$ cat config.mk
export PLATFORM = sky130hd
export DESIGN_NAME = pe_command_sequencer
export DESIGN_NICKNAME = d
export VERILOG_FILES = /design/src/rtl/pe_command_sequencer.sv
export SDC_FILE = /design/constraint.sdc
export NUM_CORES = 1
export LEC_CHECK = 0
export CORE_MARGIN = 1
export CORE_UTILIZATION = 50
export DETAILED_ROUTE_END_ITERATION = 10
export PLACE_DENSITY_LB_ADDON = 0.3
export SYNTH_ARGS = -nofsm -noshare
export SYNTH_HDL_FRONTEND = slang
export SYNTH_SLANG_ARGS = --single-unit
$ cat constraint.sdc
create_clock -name CLK -period 2.3 [get_ports CLK]
set_clock_uncertainty 0.1 [all_clocks]
set_input_delay 0.23 -clock CLK [delete_from_list [all_inputs] [get_ports CLK]]
set_output_delay 0.23 -clock CLK [all_outputs]
set_load 0.02 [all_outputs]
$ cat src/rtl/pe_command_sequencer.sv
`default_nettype none
// ============================================================================
// pe_command_sequencer
//   Issues [CLEAR] + (MAC, SHR, SHD) x N_STEPS to a PE over its ack/ready
//   four-phase handshake. Optional watchdog: define SEQ_TIMEOUT_EN.
// Revision: 1.0
// ============================================================================
module pe_command_sequencer #(
   parameter int N_STEPS        = 4,
   parameter int TIMEOUT_CYCLES = 64
) (
   input  logic       CLK,
   input  logic       RST,
   input  logic       start,
   input  logic       accumulate,
   input  logic       ready,
   output logic       ack,
   output logic [2:0] command_to_execute,
   output logic       busy,
   output logic       done,
   output logic [7:0] step,
   output logic       error
);

   localparam logic [2:0] C_OP_CLEAR  = 3'b111;
   localparam logic [2:0] C_OP_MAC    = 3'b000;
   localparam logic [2:0] C_OP_SHR    = 3'b100;
   localparam logic [2:0] C_OP_SHD    = 3'b010;
   localparam logic [7:0] C_LAST_STEP = 8'(N_STEPS - 1);
   localparam logic       C_HAS_STEPS = (N_STEPS != 0);

   typedef enum logic [2:0] {
      S_IDLE      = 3'd0,
      S_ISSUE     = 3'd1,
      S_WAIT_DONE = 3'd2,
      S_RELEASE   = 3'd3,
      S_DONE      = 3'd4
`ifdef SEQ_TIMEOUT_EN
      , S_ERR     = 3'd5
`endif
   } state_t;

   state_t     r_state;
   logic       r_is_clear;
   logic [1:0] r_op_idx;
   logic       w_last;

   function automatic logic [2:0] round_op(input logic [1:0] idx);
      case (idx)
         2'd0:    return C_OP_MAC;
         2'd1:    return C_OP_SHR;
         default: return C_OP_SHD;
      endcase
   endfunction

   // CLEAR is last only when there are no rounds; otherwise the final SHD is.
   assign w_last = r_is_clear ? !C_HAS_STEPS
                              : (r_op_idx == 2'd2 && step == C_LAST_STEP);

`ifdef SEQ_TIMEOUT_EN
   localparam int C_WD_W = (TIMEOUT_CYCLES > 1) ? $clog2(TIMEOUT_CYCLES) : 1;

   logic [C_WD_W-1:0] r_wd_cnt;
   logic              w_advance;
   logic              w_in_wait;

   assign w_in_wait = (r_state == S_ISSUE) || (r_state == S_WAIT_DONE) ||
                      (r_state == S_RELEASE);
   assign w_advance = (r_state == S_IDLE && start) || (r_state == S_DONE) ||
                      (r_state == S_ISSUE && !ready) ||
                      (r_state == S_WAIT_DONE && ready) ||
                      (r_state == S_RELEASE && !ready);
`else
   assign error = 1'b0;
`endif

   always_ff @(posedge CLK) begin
      if (RST) begin
         r_state            <= S_IDLE;
         r_is_clear         <= 1'b0;
         r_op_idx           <= 2'd0;
         ack                <= 1'b1;
         command_to_execute <= 3'b000;
         busy               <= 1'b0;
         done               <= 1'b0;
         step               <= 8'd0;
`ifdef SEQ_TIMEOUT_EN
         error              <= 1'b0;
         r_wd_cnt           <= '0;
`endif
      end else begin
         done <= 1'b0;
         case (r_state)
            S_IDLE: begin
               if (start) begin
                  busy               <= 1'b1;
                  step               <= 8'd0;
                  r_op_idx           <= 2'd0;
                  r_is_clear         <= !accumulate;
                  command_to_execute <= accumulate ? C_OP_MAC : C_OP_CLEAR;
                  r_state            <= (accumulate && !C_HAS_STEPS) ? S_DONE : S_ISSUE;
               end
            end
            S_ISSUE: begin
               if (!ready) begin
                  ack     <= 1'b0;
                  r_state <= S_WAIT_DONE;
               end
            end
            S_WAIT_DONE: begin
               if (ready) begin
                  ack     <= 1'b1;
                  r_state <= S_RELEASE;
               end
            end
            S_RELEASE: begin
               if (!ready) begin
                  if (!r_is_clear && r_op_idx == 2'd2)
                     step <= step + 8'd1;
                  if (w_last) begin
                     r_state <= S_DONE;
                  end else begin
                     r_state    <= S_ISSUE;
                     r_is_clear <= 1'b0;
                     if (r_is_clear || r_op_idx == 2'd2) begin
                        r_op_idx           <= 2'd0;
                        command_to_execute <= C_OP_MAC;
                     end else begin
                        r_op_idx           <= r_op_idx + 2'd1;
                        command_to_execute <= round_op(r_op_idx + 2'd1);
                     end
                  end
               end
            end
            S_DONE: begin
               done    <= 1'b1;
               busy    <= 1'b0;
               r_state <= S_IDLE;
            end
`ifdef SEQ_TIMEOUT_EN
            S_ERR: begin
               ack  <= 1'b1;
               busy <= 1'b0;
            end
`endif
            default: r_state <= S_IDLE;
         endcase
`ifdef SEQ_TIMEOUT_EN
         // Counter measures time spent in the current state; timeout wins over a same-cycle advance.
         r_wd_cnt <= w_advance ? '0 : r_wd_cnt + 1'b1;
         if (w_in_wait && r_wd_cnt == C_WD_W'(TIMEOUT_CYCLES - 1)) begin
            r_state <= S_ERR;
            ack     <= 1'b1;
            busy    <= 1'b0;
            error   <= 1'b1;
         end
`endif
      end
   end

endmodule
`default_nettype wire

==> run metrics <==
Tcrit/Tclk final=85.1%; CTS tree=done; Achievable Freq=511 MHz; number of distinct library cells after synthesis=38; Synth top area share=37.6%; sequential fraction of the synthesis area=37.6%; Root Buffer=clkbuf_4; Pwr Total=0.646 mW; main flop type after synthesis=dfxtp_1; async set-reset flop share out of synthesis=0%; initial antenna violation count=0; hold buffer count at CTS=0; post-CTS sizing=0; most frequent cells in the layout=dfxtp_1, clkdlybuf4s50_1, a21oi_1, nor2_1, nor3_1; drt total wl=2100 um; total grt overflow=0; first-pass GRT wire length=3400 um; final-stage net count=142; Post-Synthesis Cells=116; setup bufs post-CTS=0; I/O pin cnt=20; DIE HEIGHT=47.0 um; CTS Buf Count=3; clk sink count=19; Fin. Hold Viols=0; Slew Viols, Final=0; CP startpoint kind=flip-flop; xor and xnor area share after synthesis=0.866%; diode count=0; clk_lat worst skew=0.31 ns; die area=0.00221 mm^2; Synth-to-Final Area Change=20.0%; Worst Max-Slew Pin Slew=0.522 ns; simple-gate share of the synthesized area=30.4%; Post-Route Setup TNS=0 ns; largest family of logic cells by synthesized area=simple AND/OR/NAND/NOR gates; Pwr Density=532 mW/mm^2; status=complete, no violations; number of global-route vias before repair=757; vias per inst=5.85; routed vias=924; Syn Std Cell Area=0.00101 mm^2; CTS max path bufs=2; DRC=0; top cells by area, synth=dfxtp_1, a21oi_1, nor3_1, ha_1, o21ai_0; worst vdd ir=407 uV; chip width=47.0 um; Compound-Gate Fraction of Synth Area=18.9%; clock-pin slew on the worst setup and hold paths=0.11 ns; Synth Register Bits=19; most common cell after layout, fill and taps aside=dfxtp_1; CP Max Fanout=7; hpwl dp=1490 um; initial core utilization=56.1%; Max-Cap Viols=0; mux contribution to synthesized area=1.98%; Final ANT Viol Nets=0; unrepaired setup endpoints after global routing=false; Avg WL per Cell=13.3 um; final setup violation count=0; syn_area_per_cell=8.72 um^2; WP data required=2.44 ns; core area=0.00180 mm^2; GRT Total Usage=21.7%; fraction of layout cells with a size suffix above 1=8.27%; Worst setup EP type=flip-flop; num rows=15; adder-cell area share of the yosys netlist=3.71%; Slew headroom=64.7%; crit path DAT=2.10 ns; Hold Crit Class=flip-flop to flip-flop; post-synthesis net count=124; area leader, netlist=dfxtp_1; H-tree depth=1; TritonRoute pass-1 iters=4; drt initial violations=17; Synth warnings=0; largest net degree at the start of global routing=15; Pleak=0.406 nW; Final min period=1.96 ns; PortBufs=18; gp weighted congestion=0.845; number of synthesized flops with an enable pin=0; crit path kind=flip-flop to flip-flop
## cells by family (layout without fill, tap and decap cells)
family | Yosys count | after routing
AND/OR/NAND/NOR | 49 | 49
AO/OA/AOI/OAI | 30 | 30
flip-flops | 19 | 19
buffers and inverters | 11 | 28
adder cells (fa/ha/maj) | 3 | 3
multiplexers | 2 | 2
other | 1 | 1
XOR/XNOR | 1 | 1
## sequential cells by signal, summed over array words and instances (netlist names)
| signal | flops |
|---|---|
| ack | 1 |
| busy | 1 |
| command_to_execute | 3 |
| done | 1 |
| r_op_idx | 2 |
| r_state | 3 |
| step | 8 |
## routing by layer
metal  GRT usage [%]  up-vias  wire (um)
met5               0        -          0
met4            8.57        0         27
met3            5.00        4        124
met2            30.8       28        932
met1            31.7      425       1020
li1                -      467          -
## area by class of cell
| class | count | area (um^2) |
|---|---|---|
| clock buffers | 4 | 26.3 |
| fillers | 156 | 588 |
| inverters | 5 | 18.8 |
| multi-input cells | 86 | 569 |
| flip-flops and latches | 19 | 380 |
| well taps | 25 | 31.3 |
| repair buffers | 19 | 188 |
## worst max-delay path, stage by stage (launching register included)
cell and delay, ns:
dfxtp_1 0.49, ha_1 0.24, nor4b_1 0.46, and4_1 0.34, o21ai_0 0.10, a21oi_1 0.16
## power by group
group	switching [mW]	total, mW	leakage (nW)	internal, mW
Combinational	0.0595	0.112	0.237	0.0525
Clock	0.106	0.174	0.0150	0.0678
Sequential	0.0188	0.360	0.154	0.342
## final timing paths
check | startpoint | to | slack [ns] | depth (start not counted)
setup reg to reg | step[0] | r_op_idx[1] | 0.34 | 5
setup / recovery | step[0] | r_op_idx[1] | 0.34 | 5
hold / removal | command_to_execute[1] | command_to_execute[1] | 0.38 | 2
hold reg to reg | command_to_execute[1] | command_to_execute[1] | 0.38 | 2
## per-stage QoR
stage	hold slack [ns]	cells	utilization (%)	instance area, um^2	worst slack, ns
after floorplan	0.209	116	-	1010	0.530
after global placement	0.365	154	65.9	1190	0.237
after detailed placement	0.370	154	65.9	1190	0.206
after CTS	0.385	158	67.4	1210	0.364
after global routing	0.405	158	67.4	1210	0.166
final	0.383	158	67.4	1210	0.344
## cell usage after synthesis, drive strengths merged (2+ instances only)
library cell  number
buf                5
nor2b              3
ha                 3
dfxtp             19
or4                2
mux2i              2
nand3              5
a21oi             12
nor3               8
o21a               3
o21ai              6
nor2               8
a31oi              2
nand4              3
or3                2
nor4b              3
nand2              3
inv                5
nor4               4
o31ai              2
or2                3
(Power assumes the default switching activity.)
